--- src/rtl/mem_access_unit.sv ---
// mem_access_unit -- MEM pipeline stage with a handshaked data-memory port.
//
// Non-memory ops pass through to the MEM/WB register with one cycle of latency.
// A load or store stalls the pipeline. It issues a request on the dmem channel,
// waits up to TIMEOUT cycles for dmem_ack, and then writes back on the cycle
// after completion.
//
// Ports
//   clk, rst                      clock; asynchronous active-high reset
//   mem_reg_write, mem_mem_read,
//   mem_mem_write, mem_alu_result,
//   mem_write_data, mem_rd, mem_pc EX/MEM register contents
//   dmem_req/we/addr/wdata        data-memory request (registered)
//   dmem_ack, dmem_rdata          data-memory response (rdata valid with ack)
//   stall                         hold upstream pipeline registers (combinational)
//   wb_valid, wb_reg_write, wb_rd,
//   wb_data, wb_pc                MEM/WB register
//   err_clr, err_timeout          sticky timeout flag and its clear
module mem_access_unit #(
    parameter int unsigned TIMEOUT = 15
) (
    input  logic       clk,
    input  logic       rst,
    input  logic       mem_reg_write,
    input  logic       mem_mem_read,
    input  logic       mem_mem_write,
    input  logic [7:0] mem_alu_result,
    input  logic [7:0] mem_write_data,
    input  logic [1:0] mem_rd,
    input  logic [7:0] mem_pc,
    output logic       dmem_req,
    output logic       dmem_we,
    output logic [7:0] dmem_addr,
    output logic [7:0] dmem_wdata,
    input  logic       dmem_ack,
    input  logic [7:0] dmem_rdata,
    output logic       stall,
    output logic       wb_valid,
    output logic       wb_reg_write,
    output logic [1:0] wb_rd,
    output logic [7:0] wb_data,
    output logic [7:0] wb_pc,
    input  logic       err_clr,
    output logic       err_timeout
);

    typedef enum logic [1:0] {
        IDLE = 2'd0,
        WAIT = 2'd1,
        RESP = 2'd2
    } state_t;

    localparam logic [3:0] LAST_WAIT = 4'(TIMEOUT - 1);

    state_t     state_q, state_d;
    logic [3:0] cnt_q, cnt_d;
    logic [7:0] rdata_q, rdata_d;
    logic       failed_q, failed_d;

    logic       req_d, we_d;
    logic [7:0] addr_d, wdata_d;
    logic       wb_valid_d, wb_reg_write_d;
    logic [1:0] wb_rd_d;
    logic [7:0] wb_data_d, wb_pc_d;
    logic       err_d;

    logic       access;
    assign access = mem_mem_read | mem_mem_write;

    always_ff @(posedge clk or posedge rst) begin
        if (rst) begin
            state_q      <= IDLE;
            cnt_q        <= '0;
            rdata_q      <= '0;
            failed_q     <= 1'b0;
            dmem_req     <= 1'b0;
            dmem_we      <= 1'b0;
            dmem_addr    <= '0;
            dmem_wdata   <= '0;
            wb_valid     <= 1'b0;
            wb_reg_write <= 1'b0;
            wb_rd        <= '0;
            wb_data      <= '0;
            wb_pc        <= '0;
            err_timeout  <= 1'b0;
        end else begin
            state_q      <= state_d;
            cnt_q        <= cnt_d;
            rdata_q      <= rdata_d;
            failed_q     <= failed_d;
            dmem_req     <= req_d;
            dmem_we      <= we_d;
            dmem_addr    <= addr_d;
            dmem_wdata   <= wdata_d;
            wb_valid     <= wb_valid_d;
            wb_reg_write <= wb_reg_write_d;
            wb_rd        <= wb_rd_d;
            wb_data      <= wb_data_d;
            wb_pc        <= wb_pc_d;
            err_timeout  <= err_d;
        end
    end

    always_comb begin
        state_d        = state_q;
        cnt_d          = cnt_q;
        rdata_d        = rdata_q;
        failed_d       = failed_q;
        req_d          = dmem_req;
        we_d           = dmem_we;
        addr_d         = dmem_addr;
        wdata_d        = dmem_wdata;
        wb_valid_d     = wb_valid;
        wb_reg_write_d = wb_reg_write;
        wb_rd_d        = wb_rd;
        wb_data_d      = wb_data;
        wb_pc_d        = wb_pc;
        stall          = 1'b0;
        // A timeout raised below overrides the clear in the same cycle.
        err_d          = err_clr ? 1'b0 : err_timeout;

        unique case (state_q)
            IDLE: begin
                if (access) begin
                    stall      = 1'b1;
                    addr_d     = mem_alu_result;
                    wdata_d    = mem_write_data;
                    // Read+write together is treated as a write.
                    we_d       = mem_mem_write;
                    cnt_d      = '0;
                    failed_d   = 1'b0;
                    req_d      = 1'b1;
                    wb_valid_d = 1'b0;
                    state_d    = WAIT;
                end else begin
                    wb_valid_d     = 1'b1;
                    wb_reg_write_d = mem_reg_write;
                    wb_rd_d        = mem_rd;
                    wb_data_d      = mem_alu_result;
                    wb_pc_d        = mem_pc;
                end
            end
            WAIT: begin
                stall = 1'b1;
                // An ack on the last permitted cycle is tested first, so it beats the timeout.
                if (dmem_ack) begin
                    if (!dmem_we) begin
                        rdata_d = dmem_rdata;
                    end
                    req_d   = 1'b0;
                    state_d = RESP;
                end else if (cnt_q == LAST_WAIT) begin
                    req_d    = 1'b0;
                    err_d    = 1'b1;
                    rdata_d  = 8'hFF;
                    failed_d = 1'b1;
                    state_d  = RESP;
                end else begin
                    cnt_d = cnt_q + 4'd1;
                end
            end
            RESP: begin
                wb_valid_d     = 1'b1;
                wb_reg_write_d = mem_reg_write & ~failed_q;
                wb_rd_d        = mem_rd;
                wb_data_d      = dmem_we ? mem_alu_result : rdata_q;
                wb_pc_d        = mem_pc;
                state_d        = IDLE;
            end
            default: begin
                state_d = IDLE;
            end
        endcase
    end

endmodule

--- config.mk ---
export PLATFORM = sky130hd
export DESIGN_NAME = mem_access_unit
export DESIGN_NICKNAME = d
export VERILOG_FILES = /design/src/rtl/mem_access_unit.sv
export SDC_FILE = /design/constraint.sdc
export NUM_CORES = 1
export LEC_CHECK = 0
export CORE_MARGIN = 2
export CORE_UTILIZATION = 30
export DETAILED_ROUTE_END_ITERATION = 16
export GPL_TIMING_DRIVEN = 0
export SLEW_MARGIN = 20
export SYNTH_ARGS = -nofsm -noshare
export SYNTH_HDL_FRONTEND = slang
export SYNTH_SLANG_ARGS = --single-unit
--- constraint.sdc ---
create_clock -name clk -period 1.5 [get_ports clk]
set_input_delay 0.3 -clock clk [delete_from_list [all_inputs] [get_ports clk]]
set_output_delay 0.3 -clock clk [all_outputs]
set_load 0.005 [all_outputs]
==> results.py <==
metrics = {
    "logic_synthesis": {
        "synthesis.nets": 203,
        "synth_area_leader_cell": "dfrtp_1",
        "postSynthCellCount": 160,
        "synth_top_area_share_pct": 59.2,
        "yosys.area_share.simple_pct": 6.14,
        "synthXorXnorAreaFrac_pct": 0.384,
        "synth_fa_ha_area_share_pct": 1.10,
        "ys_ff_latch": 54,
        "synth_cell_types": 36,
        "avgSynthCellArea_um2": 14.3,
        "yosysWarnings": 0,
        "synth.area.mux_share_pct": 21.6,
        "synthTopCellsByArea": "dfrtp_1, mux2_2, o22ai_1, a2bb2oi_1, o22a_1",
        "ys_seq_area_share_pct": 59.2,
        "synth_top_family_by_area": "multiplexers",
        "syn_area_um2": 2280,
        "synth_compound_area_share_pct": 9.15,
    },
    "worst_setup_path": {
        "r2r_start": "state_q[1]",
        "end_kind": "register",
        "crit_path_cell_trace": "buf_6 > or2_4 > nor2_4 > buf_6 > mux2_4",
        "cp_slowest_stage_delay_ns": 0.46,
        "critPathArrivalTime_ns": 1.82,
        "cp_common_cell": "buf_6",
        "critical_path_required_ns": 1.69,
        "startpoint_type": "register",
        "cp_max_fo": 5,
        "critical_path_class": "reg2reg",
        "reg2reg_slack_ns": -0.13,
        "r2r_cells": 5,
        "cp_slowest_cell": "dfrtp_2",
        "reg2reg_to": "dmem_addr[1]",
    },
    "die": {
        "start_util_pct": 31.1,
        "ios": 81,
        "num_rows": 31,
        "die_h_um": 91.2,
        "die_w_um": 91.2,
        "die-area_um2": 8330,
        "core_area_um2": 7330,
    },
    "placed_design": {
        "io_buffer_count": 79,
        "gp_congestion": 0.793,
        "post-place-ws_ns": -0.623,
        "dp.final_hpwl_um": 3760,
    },
    "timing": {
        "slew_headroom_pct": 66.3,
        "finalCritPeriodShare_pct": 108,
        "hold_viol_final": 0,
        "rsz0062_at_grt": "true",
        "maxSlewViolCount": 0,
        "worstMarginPinSlew_ns": 0.506,
        "max_freq_ghz": 0.615,
        "fin_tns_setup_ns": -3.51,
        "finalCriticalPeriod_ns": 1.63,
        "clock_skew_ns": 0.00766,
        "layout_setup_ws_ns": -0.125,
        "setup_viol": 36,
    },
    "routing": {
        "via_per_inst": 4.55,
        "ant_nets": 0,
        "wl_per_cell_um": 15.6,
        "first_pass_iters": 4,
        "route.detailed.drc": 0,
        "num_vias": 1737,
        "drt_iter0_markers": 46,
        "wirelength_um": 5960,
    },
    "power_and_ir_drop": {
        "power_density_nw_per_um2": 1880,
        "leakagePower_nw": 1.96,
        "vdd_drop_max_mv": 0.858,
    },
    "worst_hold_path": {
        "hp-class": "in2async",
    },
    "finish": {
        "finalNetCount": 325,
        "final_common_cell": "dfrtp_1",
        "area.growth.synth_to_final_pct": 75.2,
        "diodes": 0,
        "layout_common_cells": "dfrtp_1, clkdlybuf4s50_1, mux2_4",
        "layout-drive-gt1-share_pct": 38.9,
    },
    "grt": {
        "grt_pass1_vias": 1708,
        "antenna_found_initial": 0,
        "grt-ovfl-total": 0,
        "grt_pass1_wl_um": 8760,
        "grt_max_degree": 26,
        "track_usage_pct": 13.3,
    },
    "clock_tree": {
        "clockRootBuffer": "clkbuf_8",
        "cts_sinks": 54,
        "clkLatencyLatePin_ns": 0.30,
        "cts-htree-levels": 2,
        "numCtsBuffers": 5,
        "cts_tree": "yes",
        "cts.clk_slew.worst_paths_ns": 0.10,
        "ctsLongestPathBuffers": 2,
    },
    "status": {
        "status": "finished with violations",
        "failed_checks": "negative setup slack",
    },
    "flow_run": {
        "drv_cap": 0,
    },
}
==> logic make-up after synthesis <==
kind of cell	Yosys count
fa+ha+maj	2
compound gates	27
xor+xnor	1
buf+inv	12
flops	54
simple gates	20
mux	44
==> cell usage after synthesis <==
library cell	count
mux2i_1	2
xnor2_1	1
clkbuf_1	1
nand2b_4	1
a31o_1	1
a31oi_1	1
buf_6	1
or3b_2	1
nand2b_1	3
a21oi_1	1
a22o_1	1
o221ai_1	1
o22ai_1	6
nand3_1	2
nor2_1	3
a21o_1	1
o21ai_1	1
ha_1	2
or3b_1	1
dfrtp_1	54
and3_1	1
a2bb2oi_1	4
nor3b_4	1
mux2_2	42
o22a_1	4
buf_2	3
o2bb2ai_1	1
inv_1	7
o22ai_2	1
a211oi_1	2
o21ba_2	1
nor2_4	1
or2_2	1
o21ai_0	1
nand3b_1	2
nand2_1	3
==> state kept, by name, indices dropped and copies added (netlist names) <==
register / flops
dmem_addr: 8
wb_pc: 8
wb_data: 8
wb_valid: 1
wb_rd: 2
dmem_req: 1
dmem_wdata: 8
err_timeout: 1
state_q: 2
rdata_q: 8
failed_q: 1
dmem_we: 1
wb_reg_write: 1
cnt_q: 4
==> worst max-delay path, delay by kind of cell, from the launching register on <==
family	cells	cell delay [ns]
buffers and inverters	2	0.30
DFF	1	0.46
muxes	1	0.30
and+or+nand+nor	2	0.45
==> timing repair <==
item / 4_1_cts / 5_1_grt
setup endpoints to repair: 40 / 70
hold buffers: 0 / 0
pin swaps: 6 / 4
setup buffers: 9 / 22
gates cloned: 1 / 2
gates resized for setup: 54 / 49
==> metal layers <==
metal / up-vias / share of wire (%) / GRT usage (%)
met4: 0 / 0.82 / 3.91
met2: 48 / 47 / 20.2
li1: 830 / - / -
met1: 854 / 46 / 18.4
met5: - / 0 / 0
met3: 5 / 5.5 / 3.73
==> power by group <==
part | switching [mW] | total (mW) | internal, mW
combinational | 1.27 | 3.98 | 2.71
clock | 0.489 | 0.990 | 0.501
sequential | 0.413 | 2.55 | 2.14
==> stage by stage <==
| step | std cells | util (%) | instance area, um2 | power [mW] | hold slack, ns |
|---|---|---|---|---|---|
| 2_1_floorplan | 160 | - | 2290 | 3.90 | 0.368 |
| 3_3_place_gp | 338 | 43.7 | 3210 | 5.37 | 0.460 |
| 3_5_place_dp | 340 | 44.4 | 3250 | 5.45 | 0.469 |
| 4_1_cts | 358 | 49.3 | 3610 | 7.01 | 0.293 |
| 5_1_grt | 382 | 54.6 | 4000 | 7.97 | 0.314 |
| 6_report | 382 | 54.6 | 4000 | 7.52 | 0.295 |
==> area by class of cell <==
cell class                 instances  area (um2)
buffer                             5        61.3
clock buffer                       5        68.8
clock inverter                     3        43.8
fill                             620        3330
inverter                           7        30.0
multi-input combinational         94        1090
sequential                        54        1360
tap                               99         124
timing repair buffer             115        1230
==> how the worst max path moves through the flow <==
| stage | from | endpoint | slack, ns | cells after the start |
|---|---|---|---|---|
| after floorplan | state_q[0] | wb_data[0] | -0.02 | 3 |
| after CTS | state_q[1] | dmem_addr[1] | -0.13 | 5 |
| final | state_q[1] | dmem_addr[1] | -0.13 | 5 |
| after detailed placement | mem_mem_write | wb_data[7] | -0.62 | 5 |
| after global placement | mem_mem_write | stall | -0.62 | 4 |
| after global routing | state_q[1] | dmem_addr[1] | -0.18 | 5 |
Note: power is estimated with default switching activity, not from simulation.
